--- config.mk ---
export PLATFORM = sky130hd
export DESIGN_NAME = pixel_op_sequencer_flat
export DESIGN_NICKNAME = d
export VERILOG_FILES = /design/src/rtl/pixel_seq_pkg.sv /design/src/rtl/pixel_op_sequencer_if.sv /design/src/rtl/pixel_alu.sv /design/src/rtl/pixel_op_sequencer.sv /design/src/flat_wrapper.sv
export SDC_FILE = /design/constraint.sdc
export NUM_CORES = 1
export LEC_CHECK = 0
export CAP_MARGIN = 30
export CORE_ASPECT_RATIO = 0.7
export CORE_MARGIN = 2
export CORE_UTILIZATION = 44
export DETAILED_ROUTE_END_ITERATION = 8
export PLACE_DENSITY = 0.75
export REMOVE_ABC_BUFFERS = 1
export SYNTH_ARGS = -nofsm -noshare
export SYNTH_HDL_FRONTEND = slang
export SYNTH_HIERARCHICAL = 1
export SYNTH_SLANG_ARGS = --single-unit
--- constraint.sdc ---
create_clock -name clk -period 7.8 [get_ports clk]
set_clock_uncertainty 0.1 [all_clocks]
set_input_delay 1.17 -clock clk [delete_from_list [all_inputs] [get_ports clk]]
set_output_delay 1.17 -clock clk [all_outputs]
set_load 0.005 [all_outputs]
--- src/rtl/pixel_seq_pkg.sv ---
// Shared types and pixel transforms for the pixel operation sequencer.
package pixel_seq_pkg;

   localparam int unsigned PIX_W = 24;

   typedef enum logic [1:0] {
      OpFill   = 2'b00,
      OpInvert = 2'b01,
      OpGray   = 2'b10,
      OpRsvd   = 2'b11
   } op_e;

   typedef enum logic [2:0] {
      StIdle,
      StFill,
      StPrime,
      StStream,
      StDrain,
      StDone
   } state_e;

   function automatic logic [PIX_W-1:0] invert24(input logic [PIX_W-1:0] pix);
      return ~pix;
   endfunction

   // R+G+B never exceeds 765, so the quotient always fits in 8 bits.
   function automatic logic [PIX_W-1:0] gray24(input logic [PIX_W-1:0] pix);
      logic [9:0] sum;
      logic [9:0] quo;
      sum = 10'(pix[23:16]) + 10'(pix[15:8]) + 10'(pix[7:0]);
      quo = sum / 10'd3;
      return {quo[7:0], quo[7:0], quo[7:0]};
   endfunction

endpackage

--- src/rtl/pixel_op_sequencer_if.sv ---
// Command handshake, status and frame-buffer RAM bus of the pixel sequencer.
// master: host/RAM side; slave: the sequencer.
interface pixel_op_sequencer_if
   import pixel_seq_pkg::*;
#(
   parameter int unsigned ADDR_W = 4
);
   logic              cmd_valid;
   logic              cmd_ready;
   logic [1:0]        cmd_op;
   logic [PIX_W-1:0]  cmd_color;
   logic              abort;
   logic              busy;
   logic              done;
   logic              cmd_err;
   logic              rd_en;
   logic [ADDR_W-1:0] rd_addr;
   logic [PIX_W-1:0]  rd_data;
   logic              wr_en;
   logic [ADDR_W-1:0] wr_addr;
   logic [PIX_W-1:0]  wr_data;
   logic [31:0]       checksum;

   modport master (
      output cmd_valid, cmd_op, cmd_color, abort, rd_data,
      input  cmd_ready, busy, done, cmd_err, rd_en, rd_addr, wr_en, wr_addr, wr_data, checksum
   );

   modport slave (
      input  cmd_valid, cmd_op, cmd_color, abort, rd_data,
      output cmd_ready, busy, done, cmd_err, rd_en, rd_addr, wr_en, wr_addr, wr_data, checksum
   );
endinterface

--- src/rtl/pixel_alu.sv ---
// Combinational per-pixel transform applied to streamed read data.
module pixel_alu
   import pixel_seq_pkg::*;
(
   input  op_e              op_i,
   input  logic [PIX_W-1:0] pix_i,
   output logic [PIX_W-1:0] pix_o
);

   // Select the transform for the latched operation.
   always_comb begin
      pix_o = pix_i;
      unique case (op_i)
         OpInvert: pix_o = invert24(pix_i);
         OpGray:   pix_o = gray24(pix_i);
         default:  pix_o = pix_i;
      endcase
   end

endmodule

--- src/rtl/pixel_op_sequencer.sv ---
// Whole-image pixel operation sequencer over an external simple-dual-port RAM.
// Optional running checksum of written pixels: define PIXEL_SEQ_CHECKSUM_EN.
module pixel_op_sequencer
   import pixel_seq_pkg::*;
#(
   parameter int unsigned W      = 4,
   parameter int unsigned H      = 3,
   parameter int unsigned ADDR_W = (W * H > 1) ? $clog2(W * H) : 1
) (
   input  logic                 clk,
   input  logic                 rst_n,
   pixel_op_sequencer_if.slave  bus
);

   localparam int unsigned      N        = W * H;
   localparam logic [ADDR_W-1:0] LastAddr = ADDR_W'(N - 1);

   state_e            state_q, state_d;
   op_e               op_q, op_d;
   logic [PIX_W-1:0]  color_q, color_d;
   logic              err_q, err_d;
   logic [ADDR_W-1:0] addr_q, addr_d;

   logic              rd_en, wr_en;
   logic [ADDR_W-1:0] rd_addr, wr_addr;
   logic [PIX_W-1:0]  wr_data, alu_pix;
   logic              accept;

   pixel_alu u_alu (
      .op_i  (op_q),
      .pix_i (bus.rd_data),
      .pix_o (alu_pix)
   );

   assign accept = (state_q == StIdle) && bus.cmd_valid;

   // Next-state: command latch, address walk and abort handling.
   always_comb begin
      state_d = state_q;
      op_d    = op_q;
      color_d = color_q;
      err_d   = err_q;
      addr_d  = addr_q;
      unique case (state_q)
         StIdle: begin
            if (bus.cmd_valid) begin
               op_d    = op_e'(bus.cmd_op);
               color_d = bus.cmd_color;
               addr_d  = '0;
               err_d   = 1'b0;
               unique case (op_e'(bus.cmd_op))
                  OpFill:           state_d = StFill;
                  OpInvert, OpGray: state_d = StPrime;
                  default: begin
                     err_d   = 1'b1;
                     state_d = StDone;
                  end
               endcase
            end
         end
         StFill: begin
            if (addr_q == LastAddr) state_d = StDone;
            else                    addr_d  = addr_q + ADDR_W'(1);
         end
         StPrime: begin
            if (N == 1) begin
               state_d = StDrain;
            end else begin
               addr_d  = ADDR_W'(1);
               state_d = StStream;
            end
         end
         StStream: begin
            if (addr_q == LastAddr) state_d = StDrain;
            else                    addr_d  = addr_q + ADDR_W'(1);
         end
         StDrain: state_d = StDone;
         StDone:  state_d = StIdle;
         default: state_d = StIdle;
      endcase
      if (state_q != StIdle && bus.abort) state_d = StIdle;
   end

   // State and command registers.
   always_ff @(posedge clk or negedge rst_n) begin
      if (!rst_n) begin
         state_q <= StIdle;
         op_q    <= OpFill;
         color_q <= '0;
         err_q   <= 1'b0;
         addr_q  <= '0;
      end else begin
         state_q <= state_d;
         op_q    <= op_d;
         color_q <= color_d;
         err_q   <= err_d;
         addr_q  <= addr_d;
      end
   end

   // RAM strobes decoded from state; writes trail reads by one address.
   always_comb begin
      rd_en   = 1'b0;
      rd_addr = '0;
      wr_en   = 1'b0;
      wr_addr = '0;
      wr_data = '0;
      unique case (state_q)
         StFill: begin
            wr_en   = 1'b1;
            wr_addr = addr_q;
            wr_data = color_q;
         end
         StPrime: begin
            rd_en   = 1'b1;
            rd_addr = addr_q;
         end
         StStream: begin
            rd_en   = 1'b1;
            rd_addr = addr_q;
            wr_en   = 1'b1;
            wr_addr = addr_q - ADDR_W'(1);
            wr_data = alu_pix;
         end
         StDrain: begin
            wr_en   = 1'b1;
            wr_addr = addr_q;
            wr_data = alu_pix;
         end
         default: ;
      endcase
   end

   assign bus.cmd_ready = (state_q == StIdle);
   assign bus.busy      = (state_q != StIdle);
   assign bus.done      = (state_q == StDone);
   assign bus.cmd_err   = (state_q == StDone) && err_q;
   assign bus.rd_en     = rd_en;
   assign bus.rd_addr   = rd_addr;
   assign bus.wr_en     = wr_en;
   assign bus.wr_addr   = wr_addr;
   assign bus.wr_data   = wr_data;

`ifdef PIXEL_SEQ_CHECKSUM_EN
   logic [31:0] checksum_q, checksum_d;

   // Running sum of written pixels, restarted by each accepted command.
   always_comb begin
      checksum_d = checksum_q;
      if (accept)     checksum_d = '0;
      else if (wr_en) checksum_d = checksum_q + 32'(wr_data);
   end

   // Checksum register.
   always_ff @(posedge clk or negedge rst_n) begin
      if (!rst_n) checksum_q <= '0;
      else        checksum_q <= checksum_d;
   end

   assign bus.checksum = checksum_q;
`else
   assign bus.checksum = '0;
`endif

endmodule

--- src/flat_wrapper.sv ---
// flat-port wrapper written by rule: the top's interface ports become plain ports
module pixel_op_sequencer_flat import pixel_seq_pkg::*;
#(
   parameter int unsigned W      = 4,
   parameter int unsigned H      = 3,
   parameter int unsigned ADDR_W = (W * H > 1) ? $clog2(W * H) : 1
)
  (clk, rst_n, bus_cmd_valid, bus_cmd_op, bus_cmd_color, bus_abort, bus_rd_data, bus_cmd_ready, bus_busy, bus_done, bus_cmd_err, bus_rd_en, bus_rd_addr, bus_wr_en, bus_wr_addr, bus_wr_data, bus_checksum);
  pixel_op_sequencer_if #(.ADDR_W(ADDR_W)) bus_i ();
  input  logic clk;
  input  logic rst_n;
  input wire logic [$bits(bus_i.cmd_valid)-1:0] bus_cmd_valid;
  input wire logic [$bits(bus_i.cmd_op)-1:0] bus_cmd_op;
  input wire logic [$bits(bus_i.cmd_color)-1:0] bus_cmd_color;
  input wire logic [$bits(bus_i.abort)-1:0] bus_abort;
  input wire logic [$bits(bus_i.rd_data)-1:0] bus_rd_data;
  output wire logic [$bits(bus_i.cmd_ready)-1:0] bus_cmd_ready;
  output wire logic [$bits(bus_i.busy)-1:0] bus_busy;
  output wire logic [$bits(bus_i.done)-1:0] bus_done;
  output wire logic [$bits(bus_i.cmd_err)-1:0] bus_cmd_err;
  output wire logic [$bits(bus_i.rd_en)-1:0] bus_rd_en;
  output wire logic [$bits(bus_i.rd_addr)-1:0] bus_rd_addr;
  output wire logic [$bits(bus_i.wr_en)-1:0] bus_wr_en;
  output wire logic [$bits(bus_i.wr_addr)-1:0] bus_wr_addr;
  output wire logic [$bits(bus_i.wr_data)-1:0] bus_wr_data;
  output wire logic [$bits(bus_i.checksum)-1:0] bus_checksum;
  assign bus_i.cmd_valid = bus_cmd_valid;
  assign bus_i.cmd_op = bus_cmd_op;
  assign bus_i.cmd_color = bus_cmd_color;
  assign bus_i.abort = bus_abort;
  assign bus_i.rd_data = bus_rd_data;
  assign bus_cmd_ready = bus_i.cmd_ready;
  assign bus_busy = bus_i.busy;
  assign bus_done = bus_i.done;
  assign bus_cmd_err = bus_i.cmd_err;
  assign bus_rd_en = bus_i.rd_en;
  assign bus_rd_addr = bus_i.rd_addr;
  assign bus_wr_en = bus_i.wr_en;
  assign bus_wr_addr = bus_i.wr_addr;
  assign bus_wr_data = bus_i.wr_data;
  assign bus_checksum = bus_i.checksum;
  pixel_op_sequencer #(.W(W), .H(H), .ADDR_W(ADDR_W)) u_core (.clk(clk), .rst_n(rst_n), .bus(bus_i));
endmodule
==> out/metrics.csv <==
metric;value;unit
Seq/Total Area, Yosys;0.198;
Final setup viols;0;
crit share post-route;0.995;
CP Data Arrival Time;6490;ps
total global-route track usage;0.240;
Core ar.;9610;um^2
# IOs;124;
die area;10600;um^2
max-cap violations;0;
row count;30;
Routed WL;13.6;mm
CTS tree;done;
antenna-violating nets left;0;
worst vdd ir;0.210;mV
post-synthesis mux area share;0.124;
crit path capture type;output pin;
Initial Util;0.447;
Startpoint Class;input port;
Post-route DRC;0;
Crit Path Category;in2out;
first-pass GRT wire length;20.2;mm
H-Tree Level Count;2;
dominant synthesized flop cell;dfrtp_1;
Netlist cell types;73;
setup TNS;0;ps
die height;86.6;um
Worst-Skew Late Latency;280;ps
worst setup margin;42.3;ps
worst endpoint required time;6530;ps
largest net degree at the start of global routing;35;
Worst path max stage delay;550;ps
PortBufs;91;
post-detail-place hpwl;9.69;mm
normalized max-slew margin;0.359;
status;complete, no violations;
# diodes;0;
Post-Synth Adder-Cell Area;0.0857;
total CTS buffers;5;
Post-Syn Area;4290;um^2
cell repeated most along the worst path;buf_4;
Syn Area/Cell;8.64;um^2
min-delay worst type;reg2reg;
largest family of logic cells by synthesized area;compound AO/OA/AOI/OAI gates;
Compound-Gate Fraction of Synth Area;0.256;
YS warnings;6;
Tightest Pin Transition;959;ps
CP max-delay cell;clkdlybuf4s50_1;
router iterations before antenna repair;5;
Die X;122;um
Synth Area in XOR/XNOR;0.0262;
worst hold margin;405;ps
Final Util;0.635;
PD cells;395;nW/um^2
ratio of cells with drive above 1 in the final layout;0.300;
Async SR Flop Fraction;1.00;
Clock Tree Buf Depth;2;
Pleak;2.74;nW
Sink Count;34;
final global-route overflow total;0;
Tmin final;7760;ps
final hold vios;0;
average wire per standard cell;17.4;um
hold buffers post-CTS;0;
drt initial violations;370;
# fillers;805;
post-synthesis cell count;497;
Max Freq;0.129;GHz
# nets final;730;
vias;4411;
Root Driver;clkbuf_16;
crit path max fanout;4;
initial antenna violation count;0;
Synth Register Bits;34;
pre-CTS WS;-539;ps
gpl congestion;0.898;
area delta synth->final;42.2;%
Clock transition at path regs;60;ps
via/cell ratio;5.65;
Slew Viols, Final;0;
vias in the first global route;4142;
total power draw;0.00241;W
Simple-Gate Fraction of Synth Area;0.172;
Post-synth EDFFs;0;
## final timing paths
check / slack (ps) / startpoint / cells after the start / endpoint
worst max-delay path: 40 / bus_rd_data[10] / 25 / bus_wr_data[8]
worst min-delay path: 410 / u_core/color_q[4] / 1 / u_core/color_q[4]
worst max register to register: 5690 / u_core/state_q[0] / 3 / u_core/color_q[3]
worst min register to register: 410 / u_core/color_q[4] / 1 / u_core/color_q[4]
max in group asynchronous: 6040 / rst_n / 2 / u_core/color_q[14]
min in group asynchronous: 1220 / rst_n / 2 / u_core/color_q[10]
## synth_stat cells (5+ instances only)
cell,instances,area [um^2]
and2_1,10,62.6
nand2_1,40,150
nor4_1,5,31.3
mux2_2,17,191
o211ai_1,8,60.1
nand2b_1,7,43.8
a21oi_1,30,150
a22oi_1,11,82.6
nor3_1,13,65.1
buf_4,35,263
a21o_1,5,37.5
inv_1,33,124
ha_1,15,188
xnor2_1,9,78.8
a22o_1,27,236
dfrtp_1,34,851
buf_2,12,60.1
nor2_1,25,93.8
fa_1,9,180
clkbuf_1,9,33.8
nor2b_1,7,43.8
nand3_1,8,40.0
mux2_4,20,300
o221ai_1,6,52.6
o21a_1,7,52.6
o21ai_0,17,85.1
## cell type report
cell class | instances | area, um^2 | area share
multi-input combinational | 398 | 3230 | 0.529
clock buffer | 7 | 143 | 0.0234
inverter | 33 | 124 | 0.0203
sequential | 34 | 851 | 0.139
timing repair buffer | 180 | 1590 | 0.261
tap | 128 | 160 | 0.0262
clock inverter | 1 | 5.00 | 0.000820
## through the flow
stage | instance area (um^2) | instances
2_1_floorplan | 3950 | 465
3_3_place_gp | 5590 | 759
3_5_place_dp | 5590 | 759
4_1_cts | 5890 | 778
5_1_grt | 6100 | 781
6_report | 6100 | 781
## worst max-delay path, delay by kind of cell
kind | cells | cell delay (ps)
fa+ha+maj | 2 | 940
mux | 1 | 310
compound gates | 7 | 1580
simple gates | 4 | 610
buf+inv | 11 | 1910
## power by group
group / total [W] / switching (W) / internal (W)
clock network: 0.000204 / 0.0000776 / 0.000127
registers: 0.000348 / 0.0000868 / 0.000261
logic: 0.00186 / 0.000866 / 0.000993
total: 0.00241 / 0.00103 / 0.00138
## per-layer routing
layer | up-vias | routed length, um | GRT usage
li1 | 2049 | - | -
met1 | 2108 | 5950 | 0.324
met2 | 227 | 6360 | 0.401
met3 | 27 | 996 | 0.0421
met4 | 0 | 258 | 0.0564
met5 | - | 0 | 0
## timing repair
item,CTS,global route
endpoints found under the hold margin,0,0
pin swaps,16,17
resized for setup,27,37
setup buffers,11,3
endpoints found under the setup margin,6,6
## placed cells by master, fill, tap and decap left out, drive strengths merged, types with 8 or more instances in the layout
| cell type | count |
|---|---|
| a21oi | 30 |
| conb | 32 |
| o211ai | 10 |
| clkdlybuf4s50 | 81 |
| a22oi | 11 |
| inv | 33 |
| clkbuf | 8 |
| dfrtp | 34 |
| ha | 15 |
| mux2 | 37 |
| nand3 | 8 |
| nor3 | 15 |
| nand2 | 41 |
| and2 | 11 |
| o21ai | 19 |
| xnor2 | 10 |
| nor2 | 28 |
| a22o | 27 |
| fa | 9 |
| buf | 89 |
## sequential cells by signal, summed over array words and instances, names as in the netlist
name / cells
u_core/color_q: 24
u_core/addr_q: 4
u_core/state_q: 3
u_core/op_q: 2
u_core/err_q: 1
## logic make-up (layout without fill, tap and decap cells)
logic type | Yosys count | in the layout
xor gates and xnor gates | 12 | 12
AOI/OAI and AO/OA | 149 | 149
DFF | 34 | 34
and+or+nand+nor | 140 | 140
adders and majority gates | 24 | 24
muxes | 41 | 41
buffers and inverters | 96 | 221
other | 1 | 32
Power figures use the tool's default switching activity.
